File: src/rtl/gb_joypad_pkg.sv
// Shared constants and types for the Game Boy joypad register block.
// The debounced vector order is {Start, Select, B, A, Down, Up, Left, Right}.
package gb_joypad_pkg;

  localparam logic [15:0] JOYP_ADDR  = 16'hFF00;
  localparam logic [7:0]  JOYP_RESET = 8'hCF;

  // Bit positions of the Game Boy-relevant buttons in the SNES controller word.
  localparam int unsigned BTN_B      = 0;
  localparam int unsigned BTN_SELECT = 2;
  localparam int unsigned BTN_START  = 3;
  localparam int unsigned BTN_UP     = 4;
  localparam int unsigned BTN_DOWN   = 5;
  localparam int unsigned BTN_LEFT   = 6;
  localparam int unsigned BTN_RIGHT  = 7;
  localparam int unsigned BTN_A      = 8;

  typedef logic [7:0] btn_vec_t;

endpackage

File: src/rtl/gb_debounce.sv
// One button line: two-flop synchroniser followed by a stability counter.
// The stable level only follows the input after DEBOUNCE_CYCLES unchanged cycles.
module gb_debounce #(
  parameter int DEBOUNCE_CYCLES = 16384,
  parameter int CNT_W           = 15
) (
  input  logic cpu_clock,
  input  logic rst,
  input  logic raw_in,
  output logic stable_out
);

  localparam logic [CNT_W-1:0] CNT_MAX = CNT_W'(DEBOUNCE_CYCLES - 1);

  logic             sync1_q, sync1_d;
  logic             sync2_q, sync2_d;
  logic             stable_q, stable_d;
  logic [CNT_W-1:0] cnt_q, cnt_d;

  // NOTE: every _d gets a default before any branch, so no path can infer a latch.
  always_comb begin
    sync1_d  = raw_in;
    sync2_d  = sync1_q;
    stable_d = stable_q;
    cnt_d    = '0;
    if (sync2_q != stable_q) begin
      if (cnt_q == CNT_MAX) begin
        stable_d = sync2_q;
      end else begin
        cnt_d = cnt_q + 1'b1;
      end
    end
  end

  // NOTE: state flops use non-blocking assignments so all of them sample pre-edge values.
  always_ff @(posedge cpu_clock) begin
    if (rst) begin
      sync1_q  <= 1'b1;
      sync2_q  <= 1'b1;
      stable_q <= 1'b1;
      cnt_q    <= '0;
    end else begin
      sync1_q  <= sync1_d;
      sync2_q  <= sync2_d;
      stable_q <= stable_d;
      cnt_q    <= cnt_d;
    end
  end

  assign stable_out = stable_q;

endmodule

File: src/rtl/gb_joypad_regs.sv
// JOYP register at 0xFF00: select bits, button-matrix readback and the
// joypad interrupt pulse on any falling readback line.
module gb_joypad_regs
  import gb_joypad_pkg::*;
#(
  parameter int DEBOUNCE_CYCLES = 16384,
  parameter int CNT_W           = 15
) (
  input  logic        cpu_clock,
  input  logic        rst,
  input  logic [15:0] snes_buttons,
  input  logic [15:0] cpu_addr_bus,
  input  logic [7:0]  cpu_data_in,
  input  logic        cpu_we,
  output logic        hit,
  output logic [7:0]  data_out,
  output logic        irq_joypad,
  output logic [7:0]  pressed_dbg
);

  btn_vec_t   raw_btn;
  btn_vec_t   stable_btn;
  logic [1:0] sel_q, sel_d;
  logic [3:0] line;
  logic [3:0] line_prev_q, line_prev_d;
  logic       irq_q, irq_d;
  logic       unused_bits;

  // Upper nibble is the action group, lower nibble the direction group,
  // each ordered to match readback lines 0..3.
  assign raw_btn = {snes_buttons[BTN_START], snes_buttons[BTN_SELECT],
                    snes_buttons[BTN_B],     snes_buttons[BTN_A],
                    snes_buttons[BTN_DOWN],  snes_buttons[BTN_UP],
                    snes_buttons[BTN_LEFT],  snes_buttons[BTN_RIGHT]};

  for (genvar i = 0; i < 8; i++) begin : g_btn
    gb_debounce #(
      .DEBOUNCE_CYCLES(DEBOUNCE_CYCLES),
      .CNT_W          (CNT_W)
    ) u_debounce (
      .cpu_clock (cpu_clock),
      .rst       (rst),
      .raw_in    (raw_btn[i]),
      .stable_out(stable_btn[i])
    );
  end

  assign hit = (cpu_addr_bus == JOYP_ADDR);

  always_comb begin
    sel_d = sel_q;
    if (cpu_we && hit) begin
      sel_d = cpu_data_in[5:4];
    end
    // Active-low select: a deselected group forces its term to 1.
    line        = ({4{sel_q[1]}} | stable_btn[7:4]) & ({4{sel_q[0]}} | stable_btn[3:0]);
    line_prev_d = line;
    irq_d       = |(line_prev_q & ~line);
  end

  always_ff @(posedge cpu_clock) begin
    if (rst) begin
      sel_q       <= 2'b00;
      line_prev_q <= 4'hF;
      irq_q       <= 1'b0;
    end else begin
      sel_q       <= sel_d;
      line_prev_q <= line_prev_d;
      irq_q       <= irq_d;
    end
  end

  assign data_out    = {2'b11, sel_q, line};
  assign irq_joypad  = irq_q;
  assign pressed_dbg = ~stable_btn;

  assign unused_bits = ^{snes_buttons[15:9], snes_buttons[1],
                         cpu_data_in[7:6], cpu_data_in[3:0]};

endmodule

File: config.mk
export PLATFORM = sky130hd
export DESIGN_NAME = gb_joypad_regs
export DESIGN_NICKNAME = d
export VERILOG_FILES = /design/src/rtl/gb_joypad_pkg.sv /design/src/rtl/gb_debounce.sv /design/src/rtl/gb_joypad_regs.sv
export SDC_FILE = /design/constraint.sdc
export NUM_CORES = 1
export LEC_CHECK = 0
export CORE_MARGIN = 3
export CORE_UTILIZATION = 53
export CTS_BUF_LIST = sky130_fd_sc_hd__clkbuf_4
export DETAILED_ROUTE_END_ITERATION = 6
export PLACE_DENSITY = 0.78
export SLEW_MARGIN = 5
export SYNTH_ARGS = -nofsm -noshare
export SYNTH_HDL_FRONTEND = slang
export SYNTH_SLANG_ARGS = --single-unit
File: constraint.sdc
create_clock -name cpu_clock -period 1.71 [get_ports cpu_clock]
set_input_delay 0.342 -clock cpu_clock [delete_from_list [all_inputs] [get_ports cpu_clock]]
set_output_delay 0.342 -clock cpu_clock [all_outputs]
set_load 0.01 [all_outputs]
==> flow_summary.ini <==
[run_status]
status = complete, but fails checks
violations = negative setup slack

[sta]
whs_ns = 0.356
worstMarginPinSlew_ns = 0.532
finalCritPeriodShare = 1.17
tns_ns = -0.467
slew_headroom = 0.645
fmax_mhz = 499
min_period_ns = 2.01
rsz0062_at_grt = true
final-setup-viol-count = 3
maxSlewViolCount = 0
fin_ws_ns = -0.296
finClkSkew_ns = 0.0134
final-hold-violation-count = 0

[worst_setup_path]
arrival_ns = 1.66
start_kind = input port
reg2reg_from = g_btn[6].u_debounce.cnt_q[0]
critPathRequiredTime_ns = 1.37
crit_fanout = 2
crit_chain = buf_6 > or4_4 > or4_4 > clkinv_4 > buf_6
cp_slowest_cell = or4_4
critPathLaunch = cpu_addr_bus[1]
max_stage_delay_ns = 0.57
crit_path_end_kind = primary output
crit_type = in2out

[global_route]
grt_max_degree = 35
grt_pass1_vias = 5091
grt_usage = 0.206
grt_overflow = 0
grt_pass1_wl_um = 21900
antenna_found_initial = 0

[run]
maxCapViolations = 0

[routing]
dr.first_iter.drc_count = 216
dr.pass1.iters = 6
via_count = 5016
finalWirelength_um = 12700
wl_per_cell_um = 13.4
drc = 0
ant_nets = 0
avgViaCountPerCell = 5.29

[synthesis]
synth_edf_count = 0
synth_cells = 690
postSynthAreaPerCell_sq_um = 9.02
syn_area_sq_um = 6220
synth_area_leaders = dfxtp_1 (49%), nor2_1 (7.7%), xor2_1 (7.5%), xnor2_1 (6.3%), nand3_1 (3.4%)
synth_top_cell_area_share = 0.486
ys_seq_area_frac = 0.486
synth_area_leader_cell = dfxtp_1
ys_types = 40
async_reset_ff_frac = 0
ys.warnings.count = 0
synth_seq_cells = 151
ys.flop_type = dfxtp_1

[power_and_ir_drop]
powerDensity_nw_per_um2 = 828
ir_drop_mv = 0.795
p_leak_nw = 2.81
total_power_mw = 6.40

[placement]
placed_area_sq_um = 7160
portBuffers = 44
pre_cts_ws_ns = -1.04
gp_congestion = 0.805
dp.cells = 907
dp_hpwl_um = 9010

[final_layout]
nFillCells = 865
final_common_cell = dfxtp_1
layout-drive-gt1-share = 0.206
final_cells = 949
nets = 847
diodes = 0
post-route-util = 0.692
register_area_sq_um = 3060
syn_to_final_growth_pct = 24.2
mostFrequentLayoutCells = dfxtp_1 (136), nor2_1 (127), buf_4 (56), xor2_1 (53), xnor2_1 (45)
multi_input_area_sq_um = 3090
final_cell_area_sq_um = 7730

[cts]
clk_path_buf_depth = 2
cts_root_buf = clkbuf_4
clkTransAtPathRegs_ns = 0.12
clkSinkCount = 151
cts_tree = yes
h-tree-depth = 4
cts_made_buffers = 17
cts_hold_buf = 0
clk_latency_ns = 0.54

[floorplanning]
chipWidth_um = 114
die_h_um = 114
dieArea_sq_um = 13100
pin_count = 61
row_count = 38
core-area_sq_um = 11200
start_util = 0.557

[hold_path]
hold_path.class = in2reg
min-delay-start = cpu_data_in[5]
-- synth_stat cells (2+ instances only) --
master    count
dfxtp_1     151
o211a_1       6
nor4_1        7
and4_1       12
o21ai_0       6
nand4_1      31
and3_1       10
and2_1        5
or3_1         9
nor3_1       28
o211ai_1      2
nand3_1      42
buf_2         7
mux2i_1       7
o31ai_2       4
xnor2_1      45
a21oi_1       7
a22oi_1       2
xor2_1       53
or2_2        19
o22ai_1       4
clkbuf_1     10
nand2_1      35
inv_1        31
ha_1          8
or4_1         2
o31ai_1       5
buf_4         4
nor2_1      127
-- cell type report --
cell class,count,share of cell area
inverter,32,0.0162
tap,140,0.0227
clock buffer,18,0.0175
multi-input combinational,487,0.400
sequential,151,0.396
clock inverter,14,0.0298
timing repair buffer,107,0.118
-- per-layer routing --
metal | part of all wire | routed length [um] | GRT usage | vias up
li1 | - | - | - | 2544
met1 | 0.43 | 5480 | 0.228 | 2374
met5 | 0 | 0 | 0 | -
met4 | 0.0097 | 123 | 0.0665 | 0
met2 | 0.52 | 6640 | 0.379 | 81
met3 | 0.035 | 440 | 0.0566 | 17
-- critical path: cells and delay by family --
family	cells	cell delay, ns
AND/OR/NAND/NOR	2	1.08
buffers and inverters	3	0.24
-- registers in the layout (all words and copies together) (netlist names) --
signal	cells
irq_joypad	1
line_prev_q	4
g_btn.u_debounce.stable_out	8
g_btn.u_debounce.cnt_q	120
g_btn.u_debounce.sync1_q	8
sel_q	2
g_btn.u_debounce.sync2_q	8
-- what timing repair did --
action | 4_1_cts | 5_1_grt
hold endpoints to repair | 0 | 0
cloned | 0 | 1
pin swaps | 5 | 6
endpoints found under the setup margin | 23 | 46
resized for setup | 81 | 37
setup buffers | 5 | 4
-- kinds of logic after synthesis --
group	Yosys count	share of synthesized area
AO/OA/AOI/OAI	40	0.0505
multiplexers	7	0.0113
XOR/XNOR	98	0.138
other	1	0.000603
adder cells (fa/ha/maj)	8	0.0161
AND/OR/NAND/NOR	332	0.262
flip-flops	151	0.486
buffers and inverters	53	0.0360
-- final timing paths --
kind                                                 endpoint  slack [ns]  cells past startpoint
worst max-delay path                                      hit       -0.30                      5
worst min-delay path                                 sel_q[1]        0.36                      3
worst max register to register  g_btn[6].u_debounce.cnt_q[12]        0.08                      6
worst min register to register    g_btn[6].u_debounce.sync2_q        0.42                      1
-- report_power, final --
group          switching (mW)  internal (mW)  total, mW
combinational          0.0741          0.100      0.174
sequential             0.0118           3.53       3.54
clock                    1.23           1.46       2.69
total                    1.32           5.08       6.40
Power figures use the tool's default switching activity.
